`config.mk`:
```
export PLATFORM = sky130hd
export DESIGN_NAME = board_feature_analyzer
export DESIGN_NICKNAME = d
export VERILOG_FILES = /design/src/rtl/board_pkg.sv /design/src/rtl/column_scan.sv /design/src/rtl/board_feature_analyzer.sv
export SDC_FILE = /design/constraint.sdc
export NUM_CORES = 1
export LEC_CHECK = 0
export CAP_MARGIN = 0
export CORE_MARGIN = 2
export CORE_UTILIZATION = 57
export CTS_CLUSTER_DIAMETER = 50
export DETAILED_ROUTE_END_ITERATION = 8
export DONT_BUFFER_PORTS = 1
export GPL_TIMING_DRIVEN = 1
export HOLD_SLACK_MARGIN = 0.08
export PLACE_DENSITY = 0.72
export RECOVER_POWER = 25
export SLEW_MARGIN = 20
export SYNTH_ARGS = -nofsm -noshare
export SYNTH_HDL_FRONTEND = slang
export SYNTH_SLANG_ARGS = --single-unit
```
`constraint.sdc`:
```
create_clock -name clk -period 9.9 [get_ports clk]
set_input_delay 2.475 -clock clk [delete_from_list [all_inputs] [get_ports clk]]
set_output_delay 2.475 -clock clk [all_outputs]
set_load 0.03 [all_outputs]
```
`src/rtl/board_pkg.sv`:
```
// Shared sizes and FSM encoding for the board feature analyzer.
package board_pkg;

    localparam int BLOCKS_IN_ROW = 20;
    localparam int BLOCKS_IN_COL = 10;
    localparam int CELLS         = BLOCKS_IN_ROW * BLOCKS_IN_COL;
    localparam int ROW_IDX_W     = 6;
    localparam int COL_IDX_W     = 4;
    localparam int HEIGHT_W      = 5;
    localparam int COUNT_W       = 10;

    typedef enum logic [1:0] {
        ST_IDLE   = 2'd0,
        ST_SCAN   = 2'd1,
        ST_FINISH = 2'd2
    } state_t;

    // Absolute difference of two heights, unsigned.
    function automatic logic [HEIGHT_W-1:0] abs_diff(input logic [HEIGHT_W-1:0] a,
                                                     input logic [HEIGHT_W-1:0] b);
        return (a >= b) ? (a - b) : (b - a);
    endfunction

endpackage

```
`src/rtl/column_scan.sv`:
```
// Combinational per-column feature extraction: height of the top filled cell
// and the number of empty cells beneath it.
module column_scan
    import board_pkg::*;
(
    input  logic [BLOCKS_IN_ROW-1:0] column,
    output logic [HEIGHT_W-1:0]      height,
    output logic [HEIGHT_W-1:0]      holes
);

    logic [HEIGHT_W-1:0] filled;

    // Priority encode the highest set row and count filled cells.
    always_comb begin
        height = '0;
        filled = '0;
        for (int r = 0; r < BLOCKS_IN_ROW; r++) begin
            if (column[r]) begin
                height = HEIGHT_W'(r + 1);
            end
            filled = filled + {{(HEIGHT_W-1){1'b0}}, column[r]};
        end
        holes = height - filled;
    end

endmodule

```
`src/rtl/board_feature_analyzer.sv`:
```
// Mirrors the playfield from the row-save bus and, on request, scans a
// snapshot of it one column per cycle to produce placement-scoring features.
//
// Handshake: ready_from_analy=1 means the block is idle; a request is taken on
// any clock edge where req_analy_to_board=1, ready_from_analy=1 and
// req_save_to_board=0 (a save in the same cycle wins and the request is dropped,
// not queued). result_valid pulses for exactly one cycle when the feature
// outputs have been refreshed; there is no back-pressure on results.
module board_feature_analyzer
    import board_pkg::*;
(
    input  logic                 clk,
    input  logic                 rst_n,
    input  logic                 req_save_to_board,
    input  logic [ROW_IDX_W-1:0] row_idx,
    input  logic [BLOCKS_IN_COL-1:0] row_info,
    input  logic                 req_analy_to_board,
    output logic                 ready_from_analy,
    output logic                 result_valid,
    output logic [HEIGHT_W-1:0]  max_height,
    output logic [COUNT_W-1:0]   cumulative_height,
    output logic [HEIGHT_W-1:0]  relative_height,
    output logic [COUNT_W-1:0]   roughness,
    output logic [COUNT_W-1:0]   hole_count,
    output state_t               fsm_state
);

    state_t                  state;
    state_t                  next_state;
    logic [CELLS-1:0]        mirror;
    logic [CELLS-1:0]        snapshot;
    logic [COL_IDX_W-1:0]    col;
    logic [BLOCKS_IN_ROW-1:0] col_vec;
    logic [HEIGHT_W-1:0]     col_height;
    logic [HEIGHT_W-1:0]     col_holes;
    logic [HEIGHT_W-1:0]     h_prev;
    logic [HEIGHT_W-1:0]     max_acc;
    logic [HEIGHT_W-1:0]     min_acc;
    logic [COUNT_W-1:0]      cum_acc;
    logic [COUNT_W-1:0]      rough_acc;
    logic [COUNT_W-1:0]      holes_acc;
    logic                    accept;
    logic                    last_col;

    assign fsm_state = state;
    assign accept    = (state == ST_IDLE) && req_analy_to_board && !req_save_to_board;
    assign last_col  = (col == COL_IDX_W'(BLOCKS_IN_COL - 1));

    // Gather column `col` of the snapshot, bottom row in bit 0.
    always_comb begin
        col_vec = '0;
        for (int r = 0; r < BLOCKS_IN_ROW; r++) begin
            col_vec[r] = snapshot[r*BLOCKS_IN_COL + int'(col)];
        end
    end

    column_scan u_column_scan (
        .column (col_vec),
        .height (col_height),
        .holes  (col_holes)
    );

    // State register.
    always_ff @(posedge clk) begin
        if (!rst_n) state <= ST_IDLE;
        else        state <= next_state;
    end

    // Next-state logic: IDLE -> SCAN (10 columns) -> FINISH -> IDLE.
    always_comb begin
        next_state = state;
        case (state)
            ST_IDLE:   if (accept) next_state = ST_SCAN;
            ST_SCAN:   if (last_col) next_state = ST_FINISH;
            ST_FINISH: next_state = ST_IDLE;
            default:   next_state = ST_IDLE;
        endcase
    end

    // Mirror follows the save bus in every state; out-of-range rows are dropped.
    always_ff @(posedge clk) begin
        if (!rst_n) begin
            mirror <= '0;
        end else if (req_save_to_board) begin
            for (int r = 0; r < BLOCKS_IN_ROW; r++) begin
                if (row_idx == ROW_IDX_W'(r)) begin
                    mirror[r*BLOCKS_IN_COL +: BLOCKS_IN_COL] <= row_info;
                end
            end
        end
    end

    // Snapshot, column counter and running accumulators for one scan.
    always_ff @(posedge clk) begin
        if (!rst_n) begin
            snapshot  <= '0;
            col       <= '0;
            h_prev    <= '0;
            max_acc   <= '0;
            min_acc   <= '0;
            cum_acc   <= '0;
            rough_acc <= '0;
            holes_acc <= '0;
        end else if (accept) begin
            snapshot  <= mirror;
            col       <= '0;
            h_prev    <= '0;
            max_acc   <= '0;
            min_acc   <= 5'd31;
            cum_acc   <= '0;
            rough_acc <= '0;
            holes_acc <= '0;
        end else if (state == ST_SCAN) begin
            cum_acc   <= cum_acc + {{(COUNT_W-HEIGHT_W){1'b0}}, col_height};
            holes_acc <= holes_acc + {{(COUNT_W-HEIGHT_W){1'b0}}, col_holes};
            if (col_height > max_acc) max_acc <= col_height;
            if (col_height < min_acc) min_acc <= col_height;
            if (col != '0) begin
                rough_acc <= rough_acc
                           + {{(COUNT_W-HEIGHT_W){1'b0}}, abs_diff(col_height, h_prev)};
            end
            h_prev <= col_height;
            col    <= col + 1'b1;
        end
    end

    // Result registers, handshake flags and the one-cycle valid pulse.
    always_ff @(posedge clk) begin
        if (!rst_n) begin
            ready_from_analy  <= 1'b1;
            result_valid      <= 1'b0;
            max_height        <= '0;
            cumulative_height <= '0;
            relative_height   <= '0;
            roughness         <= '0;
            hole_count        <= '0;
        end else begin
            ready_from_analy <= (next_state == ST_IDLE);
            result_valid     <= 1'b0;
            if (state == ST_FINISH) begin
                result_valid      <= 1'b1;
                max_height        <= max_acc;
                cumulative_height <= cum_acc;
                relative_height   <= max_acc - min_acc;
                roughness         <= rough_acc;
                hole_count        <= holes_acc;
            end
        end
    end

endmodule
```
Yosys cells after proc, flatten, opt, wreduce, memory -nomap -nowiden
Index checks and enable logic that the tools add are counted.

Flip-flop bits (word level): 493. Input port bits: 20. Logic and storage cells: 248. Output and inout bits: 44.

Reduce and logical (&&, ||, !) cells: 33. Bitwise gates (word level): 1. $add $sub $neg: 46. Mux-type cells: 87. $lt $le $gt $ge: 23. Equal/unequal tests: 22.

Operator list (number): 1-bit binary-select mux with 8-bit select (19); 5-bit by 1-bit adder with 5-bit output (18); 8-bit by 4-bit adder with 9-bit output (first input constant) (7); 9-bit less-than comparator (second input constant) (7); 8-bit by 9-bit less-than comparator with 1-bit output (second input constant) (6); 7-bit by 4-bit adder with 8-bit output (first input constant) (6); 6-bit by 4-bit == test with 1-bit output (second input constant) (8); 2-bit AND reduction (23); 5-bit 2-to-1 mux (9); 1-bit 2-to-1 mux (41); 4-bit 2-to-1 mux (8); 10-bit by 5-bit adder with 10-bit output (3); 7-bit by 9-bit less-than comparator with 1-bit output (second input constant) (3); 6-bit by 3-bit == test with 1-bit output (second input constant) (4); 6-bit by 5-bit == test with 1-bit output (second input constant) (4); 6-bit by 4-bit adder with 7-bit output (first input constant) (3); 5-bit subtractor (4); 6-bit by 9-bit less-than comparator with 1-bit output (second input constant) (2); 5-bit by 4-bit adder with 6-bit output (first input constant) (2); 6-bit by 2-bit == test with 1-bit output (second input constant) (2); 3-bit 2-to-1 mux (4); 4-bit by 9-bit less-than comparator with 1-bit output (second input constant) (1); 5-bit by 9-bit less-than comparator with 1-bit output (second input constant) (1); 2-bit 2-to-1 mux (4); 20 further kinds (23).

Depth between registers and ports, before layout
Gate-level depths: netlist of run 1.

Depth after elaboration: 27. Mapped depth: 36. Mapped depth without buffers: 32.

Cells and area by module
A second synthesis of run 1 with hierarchy kept.

Cells, all modules: 2542. Area, all modules: 25074.0 um2.

Modules (own cells, without submodules): board_feature_analyzer (times used 1, area an instance 23865.4 um2, cells an instance 2403); column_scan (times used 1, area an instance 1208.7 um2, cells an instance 139).

Worst setup path before layout of run 1
OpenSTA, ideal clock, no wires.

Path type: register -> register. Start: reg col[2]. End: reg holes_acc[8]. Arrival time: 8.303 ns. Setup slack: 1.470 ns. Period minus slack after synthesis: 8.430 ns. Stages on the path, launching flop included: 32. Setup time: 0.128 ns. Path through: dfxtp_1 buf_2 buf_2 inv_2 ha_1 buf_2 buf_2 clkbuf_1 clkbuf_1 mux2_4 or2_4 or3_4 nor2_4 fa_1 inv_1 fa_1 fa_1 inv_1 fa_1 fa_1 fa_1 fa_1 inv_1 fa_1 a21o_1 a21oi_1 inv_1 a21oi_1 nor2_1 nand3_1 xor2_1 nor2_1.

Word-level cells in the longest chain between the ends: 25. Elaborated cells between the ends (all ways): 119. Those cells by class: add/sub (40); mux (79).

Ends and longest elaborated chain: from (decl) (line board_feature_analyzer.sv:32) `logic [COL_IDX_W-1:0] col;`; from (signal assigned) (line board_feature_analyzer.sv:123) `col <= col + 1'b1;`; 4-bit by 4-bit adder with 5-bit output (line board_feature_analyzer.sv:53) `col_vec[r] = snapshot[r*BLOCKS_IN_COL + int'(col)];`; 1-bit binary-select mux with 8-bit select (line board_feature_analyzer.sv:53); 1-bit 2-to-1 mux (not written as such) (2 in series) (line board_feature_analyzer.sv:53); 1-bit by 1-bit adder with 2-bit output or 2-bit 2-to-1 mux (tied branches) (line column_scan.sv:21, column_scan.sv:18); 5-bit by 1-bit adder with 5-bit output or 2-bit 2-to-1 mux (tied branches) (line column_scan.sv:21, column_scan.sv:18); 5-bit by 1-bit adder with 5-bit output or 3-bit 2-to-1 mux (tied branches) (4 in series) (line column_scan.sv:21, column_scan.sv:18); 5-bit by 1-bit adder with 5-bit output or 4-bit 2-to-1 mux (tied branches) (8 in series) (line column_scan.sv:21, column_scan.sv:18); 5-bit by 1-bit adder with 5-bit output or 5-bit 2-to-1 mux (tied branches) (5 in series) (line column_scan.sv:21, column_scan.sv:18); 5-bit subtractor * (line column_scan.sv:23) `holes = height - filled;`; 10-bit by 5-bit adder with 10-bit output * (line board_feature_analyzer.sv:115) `holes_acc <= holes_acc + {{(COUNT_W-HEIGHT_W){1'b0}}, col_holes};`; to (signal assigned) (line board_feature_analyzer.sv:115); to (decl) (line board_feature_analyzer.sv:41) `logic [COUNT_W-1:0] holes_acc;`.

Mark *: on every way between the ends. The rest lies on a longest branch, timed or not. The select of a mux whose other input is x is not followed. A chain may end at the register's enable or synchronous reset.

Final worst setup path of run 1
Start: reg col[1]. End: reg holes_acc[8].

The elaborated chain is that of the path after synthesis.

==> run summary, run 1 <==
status: finished, violations left
violations in the final reports: capacitance limit, slew limit
peak-usage layer in the global routing report: met2
Final TNS setup: 0 ns
period utilisation layout: 90.02%
count of state elements after synthesis: 493
Post-Syn Nets: 2810
area growth from synthesis to layout: 7.301%
Chip Width: 212.9 µm
classification of the worst setup path: reg -> reg
DRC violation count after routing: 0
internal power: 3.490 mW
deepest clock path buffer count: 3
Reg power frac: 41.9%
CP endpoint kind: register
most used flip-flop cell after synthesis: dfxtp_1
P_sw: 1.349 mW
height of the die: 212.9 µm
worst endpoint required time: 10.37 ns
slew at the pin with the worst max-slew slack: 4.448 ns
GR Layer Usage met3: 4.559%
cell at the root of the clock tree: clkbuf_16
most frequent cell on the critical path: fa_1
data arrival time of the critical path: 9.38 ns
Pleak: 9.945 nW
Routed wire per std cell: 20.97 µm
Pwr per Cell Area: 181.4 mW/mm²
number of instances in the synthesized netlist: 2697
latest clock arrival within the worst-skew pair: 0.63 ns
All-Layer GR Usage: 29.87%
met1 usage in global routing: 39.50%
Setup Skew: 0.03704 ns
antenna-violating nets left: 0
clock edge transition at the registers on the reported setup and hold paths: 0.06 ns
effective utilization at floorplan: 57.72%
H-tree depth: 2
Fmax achieved: 0.1122 GHz
Startpoint Class: register
number of buffers added to fix hold violations after cts: 0
Worst Path Max Fanout: 44
max-cap check violation count: 2
detailed-route via count: 19500
Detailed Route WL: 67.11 mm
gpl congestion: 0.9523
switching part of the total: 27.87%
cell with the largest stage delay on the worst path: ha_1
Num CTS Buffers: 53
Via-to-Cell Ratio: 6.095
netlist area before placement: 0.02487 mm²
placed wire-length estimate after detailed placement: 44.98 mm
worst setup slack after layout: 0.9882 ns
buffers added on ports: 0
Yosys warnings: 0
Iteration-0 DRC Markers: 1636
final setup vio count: 0
CTS resizes: 0
via count of the first global-routing pass: 18800
Synth cell types: 79
power share of the combinational group: 18.1%
peak supply drop: 0.0001724 V
setup fix buffers added after clock tree synthesis: 0
worst relative slew slack: -198.2%
# diodes: 0
grt ovf: 0
worst stage delay on the critical path: 0.69 ns
global routing met2 resource utilization: 50.34%
critical path's top delay family: adder cells
CTS tree: yes
pin count of the biggest net entering global routing: 207
Total Die Area: 0.04531 mm²
unrepaired setup endpoints after global routing: no
share of synthesized area occupied by flip-flops and latches: 39.69%
Final Hold Viols: 0
final number of max-transition violations: 247
number of sinks on the clock net: 493
path category of the worst min-delay check: reg -> reg
proportion of register bits with asynchronous set or reset after synthesis: 0%
count of pins on the block boundary: 64
fraction of final layout cells with drive strength greater than 1: 10.78%
fraction of power consumed by the clock network: 39.9%
final net count: 2693
standard cell core area: 0.04308 mm²
setup slack at placement: 1.015 ns
number of enable flip-flop cells after synthesis: 0
number of antenna violations at the first check in global routing: 0
first drt pass iteration count: 5
number of core rows: 76
Post-Synthesis Mean Instance Area: 9.220 µm²
clock period minus worst slack: 8.912 ns
combined buffer and inverter count along the critical path: 7
wire length of the first global-routing pass: 105.3 mm
==> final cells by class <==
cell class | count | area, µm²
Multi-Input combinational cell | 1925 | 13850
Clock buffer | 71 | 1464
Tap cell | 585 | 732.0
Timing Repair Buffer | 28 | 220.2
Inverter | 79 | 300.3
Clock inverter | 19 | 237.7
Fill cell | 3625 | 16400
Sequential cell | 493 | 9877
==> logic make-up after synthesis <==
| logic type | count (synthesis) | synth area share [%] |
|---|---|---|
| flip-flops | 493 | 39.69 |
| XOR/XNOR | 38 | 1.339 |
| multiplexers | 422 | 23.04 |
| buffers and inverters | 279 | 4.730 |
| adder cells (fa/ha/maj) | 94 | 5.565 |
| AO/OA/AOI/OAI | 410 | 9.651 |
| AND/OR/NAND/NOR | 961 | 15.98 |
==> cells in the final DEF, fill, tap and decap left out, types with 11 or more instances in the layout <==
cell type / count
mux2_2: 33
buf_4: 26
mux4_2: 110
nor2b_1: 24
inv_1: 74
fa_1: 28
nor3_1: 11
a21oi_1: 283
nor2_1: 271
xor2_1: 18
nand3_1: 18
a21o_1: 20
dfxtp_1: 491
xnor2_1: 20
clkbuf_16: 53
nand2_1: 549
ha_1: 64
clkbuf_1: 11
mux2i_1: 272
o21ai_0: 15
a211oi_1: 19
nand4_1: 16
nand2b_1: 12
==> routing by layer <==
metal | wire length (µm) | vias up
li1 | - | 9048
met1 | 28660 | 9692
met2 | 32390 | 622
met3 | 4336 | 142
met4 | 1728 | 0
met5 | 0 | -
==> power by group through the flow <==
stage	clock network [mW]	logic, mW	registers, mW
detailed placement	0	0.878	2.07
global placement	0	0.853	2.07
finish	1.93	0.878	2.03
CTS	1.96	0.887	2.03
global route	2.03	0.993	2.03
floorplan	0	0.746	2.06
==> per-stage QoR <==
stage	instances	util, %	hold slack (ns)	power, mW	cell area (µm²)
final	3200	61.94	0.4287	4.839	26680
after global routing	3200	61.94	0.4632	5.059	26680
after CTS	3200	61.95	0.4478	4.872	26690
after detailed placement	3110	58.00	0.4429	2.951	24990
after global placement	3110	58.00	0.4345	2.925	24980
after floorplan	2697	-	0.4312	2.805	24870
==> registers in the layout, summed over array words and instances (netlist names) <==
register           flops
cum_acc               10
roughness             10
relative_height        5
h_prev                 5
result_valid           1
snapshot             200
min_acc                5
max_acc                5
holes_acc             10
cumulative_height     10
hole_count            10
col                    4
mirror               200
fsm_state              2
max_height             5
ready_from_analy       1
rough_acc             10
==> path summary, 6_finish.rpt <==
kind / start / to / slack, ns / cells past startpoint
setup / recovery: col[1]$_SDFFE_PP0P_ / holes_acc[8]$_SDFFE_PP0P_ / 0.99 / 29
hold / removal: mirror[26]$_SDFFE_PN0P_ / snapshot[26]$_SDFFE_PN0P_ / 0.43 / 2
setup reg to reg: col[1]$_SDFFE_PP0P_ / holes_acc[8]$_SDFFE_PP0P_ / 0.99 / 29
hold reg to reg: mirror[26]$_SDFFE_PN0P_ / snapshot[26]$_SDFFE_PN0P_ / 0.43 / 2
==> cells in the mapped netlist (4+ instances only) <==
cell / count / area [µm²]
o22ai_1: 9 / 56.30
nor2b_1: 25 / 156.4
and3_1: 7 / 43.79
nor3b_1: 5 / 37.54
mux4_2: 110 / 2477
a21oi_1: 283 / 1416
a22oi_1: 7 / 52.55
or3_1: 7 / 43.79
a32oi_1: 5 / 43.79
nand2_1: 549 / 2061
xor2_1: 18 / 157.7
buf_1: 8 / 30.03
nor2_1: 275 / 1032
o21ai_0: 15 / 75.07
nand4_1: 16 / 100.1
and2_1: 7 / 43.79
inv_1: 74 / 277.8
nand2b_1: 12 / 75.07
mux2i_1: 272 / 2723
nor3_1: 12 / 60.06
mux2_2: 33 / 371.6
fa_1: 28 / 560.5
or2_2: 5 / 31.28
a21o_1: 20 / 150.1
nand3_1: 18 / 90.09
dfxtp_1: 493 / 9869
nor4_1: 4 / 25.02
o31ai_1: 7 / 52.55
a311oi_1: 6 / 52.55
a211oi_1: 19 / 142.6
clkbuf_1: 155 / 581.8
mux4_1: 5 / 131.4
buf_2: 19 / 95.09
buf_4: 11 / 82.58
ha_1: 65 / 813.3
xnor2_1: 20 / 175.2
buf_6: 6 / 67.56
a2bb2oi_1: 5 / 43.79
==> tightest hold or removal path: cells and delay by family, from the launching register on <==
kind	cells	cell delay, ns
flip-flops	1	0.31
AO/OA/AOI/OAI	1	0.05
AND/OR/NAND/NOR	1	0.05
(Power assumes the default switching activity.)
==> inputs of run 2 (changes only) <==
--- a/config.mk
+++ b/config.mk
@@ -5,6 +5,7 @@
 export SDC_FILE = /design/constraint.sdc
 export NUM_CORES = 1
 export LEC_CHECK = 0
+export ABC_CLOCK_PERIOD_IN_PS = 9900
 export CAP_MARGIN = 0
 export CORE_MARGIN = 2
 export CORE_UTILIZATION = 57
@@ -15,7 +16,7 @@
 export HOLD_SLACK_MARGIN = 0.08
 export PLACE_DENSITY = 0.72
 export RECOVER_POWER = 25
-export SLEW_MARGIN = 20
+export SLEW_MARGIN = 25
 export SYNTH_ARGS = -nofsm -noshare
 export SYNTH_HDL_FRONTEND = slang
 export SYNTH_SLANG_ARGS = --single-unit
==> run 2 against run 1 <==
- the run still ends with capacitance limit, slew limit left
- die area unchanged
- design area shrank 0.24%
- sequential cell count stayed put
- total power down 0.96%
- clock skew is 0.010 ns lower
- sequential share of layout area up 0.089 points
- combinational power is 0.9% higher
- clock-buffer cell count rose by 6
- critical endpoint unchanged
- highest routed layer unchanged
==> run summary, run 2 (synthesis gave the netlist of run 1 again) <==
status: finished, violations left
violations in the final reports: capacitance limit, slew limit
critical hold path startpoint: mirror[15]$_SDFFE_PN0P_
latest clock arrival within the worst-skew pair: 0.61 ns (-0.02 ns)
CTS resizes: 0 (unchanged)
Detailed Route WL: 67.36 mm (+0.37%)
Pwr per Cell Area: 180.1 mW/mm² (-0.72%)
Routed wire per std cell: 21.05 µm (+0.37%)
Fmax achieved: 0.1120 GHz (-0.17%)
detailed-route via count: 19420 (-0.42%)
height of the die: 212.9 µm (unchanged)
power share of the combinational group: 18.5% (+0.4 points)
switching part of the total: 27.73% (-0.14 points)
via count of the first global-routing pass: 18780 (-0.085%)
slew at the pin with the worst max-slew slack: 4.397 ns (-0.05061 ns)
setup fix buffers added after clock tree synthesis: 0 (unchanged)
effective utilization at floorplan: 57.72% (unchanged)
max-cap check violation count: 3 (+1)
number of sinks on the clock net: 493 (unchanged)
data arrival time of the critical path: 9.39 ns (about the same)
gpl congestion: 0.9523 (unchanged)
final setup vio count: 0 (unchanged)
worst relative slew slack: -194.8% (+3.4 points)
number of buffers added to fix hold violations after cts: 0 (unchanged)
cell with the largest stage delay on the worst path: ha_1
most common library cell in the layout ignoring fill and taps: nand2_1
worst stage delay on the critical path: 0.69 ns (about the same)
# diodes: 0 (unchanged)
Final Hold Viols: 0 (unchanged)
grt ovf: 0 (unchanged)
number of core rows: 76 (unchanged)
area growth from synthesis to layout: 7.045%
Filler Cells Inserted: 3647 (+0.61%)
placed wire-length estimate after detailed placement: 45.06 mm (+0.18%)
peak supply drop: 0.0001291 V (-25%)
P_sw: 1.329 mW (-1.5%)
fraction of power consumed by the clock network: 39.2% (-0.7 points)
footprint of the multi-input gates: 0.01386 mm² (about the same)
final net count: 2692 (-0.037%)
most frequent cell on the critical path: fa_1
Reg-to-Reg Start: col[1]$_SDFFE_PP0P_
clock period minus worst slack: 8.927 ns (+0.01483 ns)
H-tree depth: 2 (unchanged)
CP endpoint kind: register
Chip Width: 212.9 µm (unchanged)
All-Layer GR Usage: 29.97% (+0.11 points)
deepest clock path buffer count: 3 (unchanged)
number of instances on the worst hold path: 2 (unchanged)
Final TNS setup: 0 ns (unchanged)
Sequential Area: 0.009877 mm² (unchanged)
Via-to-Cell Ratio: 6.069 (-0.42%)
Setup Skew: 0.02696 ns (-0.01008 ns)
worst reg2reg path depth: 29 (unchanged)
wire length of the first global-routing pass: 105.3 mm (about the same)
path category of the worst min-delay check: reg -> reg
final number of max-transition violations: 359 (+45%)
DRC violation count after routing: 0 (unchanged)
buffers added on ports: 0 (unchanged)
antenna-violating nets left: 0 (unchanged)
first drt pass iteration count: 5 (unchanged)
period utilisation layout: 90.17% (+0.15 points)
classification of the worst setup path: reg -> reg
Startpoint Class: register
Iteration-0 DRC Markers: 1874 (+15%)
Num CTS Buffers: 52 (-1.9%)
pin count of the biggest net entering global routing: 207 (unchanged)
commonest cells after routing, fill and taps aside: 549 x nand2_1, 491 x dfxtp_1, 282 x a21oi_1
Worst Path Max Fanout: 44 (unchanged)
standard cell core area: 0.04308 mm² (unchanged)
unrepaired setup endpoints after global routing: no
internal power: 3.464 mW (-0.76%)
Total Die Area: 0.04531 mm² (unchanged)
CTS tree: yes
core occupancy in the finished layout: 61.79% (-0.15 points)
Reg power frac: 42.3% (+0.4 points)
fraction of final layout cells with drive strength greater than 1: 10.75% (-0.038 points)
count of pins on the block boundary: 64 (unchanged)
largest registers: mirror (200), snapshot (200)
worst endpoint required time: 10.36 ns (about the same)
timing startpoint of the critical path: col[1]$_SDFFE_PP0P_
Pleak: 9.904 nW (-0.42%)
number of antenna violations at the first check in global routing: 1 (+1)
cell at the root of the clock tree: clkbuf_16
clock edge transition at the registers on the reported setup and hold paths: 0.06 ns (about the same)
run 2: power groups by stage:
stage               combinational, mW  sequential, mW  clock [mW]
finish                          0.886            2.03        1.88
global route                     1.00            2.03        1.98
CTS                             0.894            2.03        1.90
detailed placement              0.884            2.07           0
global placement                0.853            2.07           0
floorplan                       0.746            2.06           0
run 2: layer usage:
metal,GRT usage [%],vias to the layer above,part of all wire (%)
li1,-,9040,-
met1,39.46,9554,42
met2,49.75,678,48
met3,5.015,150,7.1
met4,10.95,0,3.1
met5,0,-,0
run 2: cell type report:
class                      count  share of cell area, %
timing repair buffer          28                 0.8179
clock buffer                  77                  5.617
inverter                      79                  1.128
tap                          585                  2.750
sequential                   493                  37.11
multi-input combinational   1925                  52.08
clock inverter                13                 0.4983
run 2: final timing paths:
check | slack [ns] | endpoint
setup / recovery | 0.97 | holes_acc[8]$_SDFFE_PP0P_
hold / removal | 0.44 | snapshot[15]$_SDFFE_PN0P_
setup reg to reg | 0.97 | holes_acc[8]$_SDFFE_PP0P_
hold reg to reg | 0.44 | snapshot[15]$_SDFFE_PN0P_
run 2: through the flow:
stage / setup slack [ns] / hold slack (ns) / instances / area (µm²) / power (mW)
6_report: 0.9734 / 0.4442 / 3200 / 26620 / 4.792
3_3_place_gp: 1.046 / 0.4345 / 3110 / 24980 / 2.925
4_1_cts: 0.9988 / 0.4513 / 3200 / 26620 / 4.824
5_1_grt: 0.5393 / 0.4625 / 3200 / 26620 / 5.013
2_1_floorplan: 1.470 / 0.4312 / 2697 / 24870 / 2.805
3_5_place_dp: 1.020 / 0.4433 / 3110 / 24990 / 2.956
run 2: worst max-delay path: cells and delay by family, from the launching register on:
kind | cells | cell delay, ns
AO/OA/AOI/OAI | 3 | 0.57
XOR/XNOR | 1 | 0.14
adder cells (fa/ha/maj) | 11 | 5.29
buffers and inverters | 7 | 1.07
flip-flops | 1 | 0.34
multiplexers | 2 | 0.81
AND/OR/NAND/NOR | 5 | 0.56
==> inputs of run 3 (changes only) <==
--- a/config.mk
+++ b/config.mk
@@ -5,7 +5,7 @@
 export SDC_FILE = /design/constraint.sdc
 export NUM_CORES = 1
 export LEC_CHECK = 0
-export ABC_CLOCK_PERIOD_IN_PS = 9900
+export ABC_CLOCK_PERIOD_IN_PS = 8200
 export CAP_MARGIN = 0
 export CORE_MARGIN = 2
 export CORE_UTILIZATION = 57
@@ -14,7 +14,7 @@
 export DONT_BUFFER_PORTS = 1
 export GPL_TIMING_DRIVEN = 1
 export HOLD_SLACK_MARGIN = 0.08
-export PLACE_DENSITY = 0.72
+export PLACE_DENSITY = 0.75
 export RECOVER_POWER = 25
 export SLEW_MARGIN = 25
 export SYNTH_ARGS = -nofsm -noshare
==> constraint.sdc (replaced) <==
create_clock -name clk -period 8.2 [get_ports clk]
set_input_delay 2.05 -clock clk [delete_from_list [all_inputs] [get_ports clk]]
set_output_delay 2.05 -clock clk [all_outputs]
set_load 0.03 [all_outputs]
==> run 3 against run 2 <==
- the run still ends with capacitance limit, slew limit left
- register-to-register slack worse by 0.64 ns
- total power is 25% higher
- sequential share of layout area is 1.1 points lower
- via count is 1.8% higher
- design area is 3.0% higher
- non-clock buffer count is 59 higher
- largest power group unchanged
==> run summary, run 3 (synthesis gave the netlist of run 1 again) <==
CTS tree: yes
DRC violation count after routing: 0 (unchanged)
number of antenna violations at the first check in global routing: 0 (-1)
Via-to-Cell Ratio: 6.054 (-0.25%)
fraction of final layout cells with drive strength greater than 1: 13.58% (+2.8 points)
effective utilization at floorplan: 57.72% (unchanged)
final setup vio count: 0 (unchanged)
first drt pass iteration count: 5 (unchanged)
count of pins on the block boundary: 64 (unchanged)
Sequential Area: 0.009878 mm² (about the same)
area growth from synthesis to layout: 10.30%
reg2reg setup slack: 0.33 ns (-0.64 ns)
All-Layer GR Usage: 30.15% (+0.18 points)
latest clock arrival within the worst-skew pair: 0.62 ns (about the same)
data arrival time of the critical path: 8.33 ns (-1.06 ns)
Fmax achieved: 0.1270 GHz (+13%)
most frequent cell on the critical path: fa_1
standard cell core area: 0.04308 mm² (unchanged)
pin count of the biggest net entering global routing: 207 (unchanged)
clock period minus worst slack: 7.871 ns (-1.056 ns)
grt ovf: 0 (unchanged)
Placed Instances: 3150 (+1.3%)
critical path's top delay family: adder cells
buffers added on ports: 0 (unchanged)
Worst Path Max Fanout: 7 (-84%)
Routed wire per std cell: 21.07 µm (about the same)
Iteration-0 DRC Markers: 1572 (-16%)
Final TNS setup: 0 ns (unchanged)
Chip Width: 212.9 µm (unchanged)
H-tree depth: 2 (unchanged)
number of core rows: 76 (unchanged)
status: finished, violations left
cell with the largest stage delay on the worst path: fa_1
Pwr per Cell Area: 218.1 mW/mm² (+21%)
antenna-violating nets left: 0 (unchanged)
gpl congestion: 0.9353 (-1.8%)
final cell count without fillers: 3266 (+2.1%)
placed wire-length estimate after detailed placement: 46.29 mm (+2.7%)
deepest clock path buffer count: 3 (unchanged)
via count of the first global-routing pass: 19060 (+1.5%)
Detailed Route WL: 68.81 mm (+2.2%)
worst relative slew slack: -257.0% (-62 points)
detailed-route via count: 19770 (+1.8%)
peak supply drop: 0.0001821 V (+41%)
largest registers: mirror (200), snapshot (200)
wire length of the first global-routing pass: 106.4 mm (+1.1%)
path category of the worst min-delay check: reg -> reg
combined buffer and inverter count along the critical path: 5 (-2)
commonest cells after routing, fill and taps aside: 549 x nand2_1, 490 x dfxtp_1, 280 x a21oi_1
Setup Skew: 0.03278 ns (+0.005823 ns)
number of buffers added to fix hold violations after cts: 0 (unchanged)
Pleak: 10.33 nW (+4.3%)
worst setup slack after layout: 0.3290 ns (-0.6444 ns)
number of sinks on the clock net: 493 (unchanged)
cell at the root of the clock tree: clkbuf_16
slew at the pin with the worst max-slew slack: 5.354 ns (+0.9573 ns)
classification of the worst setup path: reg -> reg
worst stage delay on the critical path: 0.54 ns (-0.15 ns)
Total Die Area: 0.04531 mm² (unchanged)
final number of max-transition violations: 285 (-21%)
worst endpoint required time: 8.66 ns (-1.70 ns)
Final Hold Viols: 0 (unchanged)
# diodes: 0 (unchanged)
setup slack at placement: 0.01606 ns (-1.004 ns)
height of the die: 212.9 µm (unchanged)
Startpoint Class: register
Filler Cells Inserted: 3492 (-4.3%)
Num CTS Buffers: 54 (+3.8%)
most common library cell in the layout ignoring fill and taps: nand2_1
violations in the final reports: capacitance limit, slew limit
clock edge transition at the registers on the reported setup and hold paths: 0.06 ns (about the same)
final net count: 2753 (+2.3%)
footprint of the multi-input gates: 0.01394 mm² (+0.53%)
total power of the final layout: 5.981 mW (+25%)
core occupancy in the finished layout: 63.67% (+1.9 points)
max-cap check violation count: 2 (-1)
period utilisation layout: 95.99% (+5.8 points)
CP endpoint kind: register
==> run 3: cell count changes in the layout (fill, tap and decap cells not counted), moves of 3 or more <==
cell       before  now
clkbuf_1       15   11
buf_4          25   72
clkinv_4        0    3
ha_4            0    3
buf_12          1    6
ha_1           64   61
clkinv_2        3    8
clkbuf_16      52   56
==> run 3: worst paths after layout <==
kind,cells past startpoint,from,to
setup reg to reg,28,col[1]$_SDFFE_PP0P_,holes_acc[9]$_SDFFE_PP0P_
setup / recovery,28,col[1]$_SDFFE_PP0P_,holes_acc[9]$_SDFFE_PP0P_
hold / removal,2,mirror[58]$_SDFFE_PN0P_,snapshot[58]$_SDFFE_PN0P_
hold reg to reg,2,mirror[58]$_SDFFE_PN0P_,snapshot[58]$_SDFFE_PN0P_
==> run 3: area by class of cell <==
type	count	area share (%)
Multi-Input combinational cell	1925	50.81
Sequential cell	493	36.02
Clock buffer	75	5.580
Timing Repair Buffer	87	2.979
Tap cell	585	2.669
Inverter	79	1.090
Clock inverter	22	0.8486
==> run 3: where the power goes <==
part | internal, mW | leakage, nW | switching [mW]
registers | 2.42 | 3.97 | 0.0257
logic | 0.506 | 5.48 | 0.645
clock network | 1.38 | 0.872 | 1.01
total | 4.30 | 10.3 | 1.68
==> run 3: stage by stage <==
stage	hold slack, ns	area (µm²)
2_1_floorplan	0.4312	24880
3_3_place_gp	0.4352	25360
3_5_place_dp	0.4436	25370
4_1_cts	0.4505	27150
5_1_grt	0.4641	27430
6_report	0.4482	27430
==> run 3: tightest hold or removal path: stages, from the launching register on <==
cell	delay [ns]
dfxtp_1	0.31
nand2_1	0.05
a21oi_1	0.05
==> run 3: per-layer routing <==
layer	track usage [%]	part of all wire, %	up-vias
li1	-	-	9160
met1	39.39	42	9730
met2	49.93	47	707
met3	4.810	6.5	176
met4	12.44	3.8	0
met5	0	0	-
==> run 3: repair_timing <==
action / in CTS / in global routing
pin swaps: 0 / 2
gates resized for setup: 2 / 21
endpoints found under the setup margin: 2 / 6
buffers inserted: 0 / 17
gates cloned: 0 / 2
hold endpoints to repair: 0 / 0
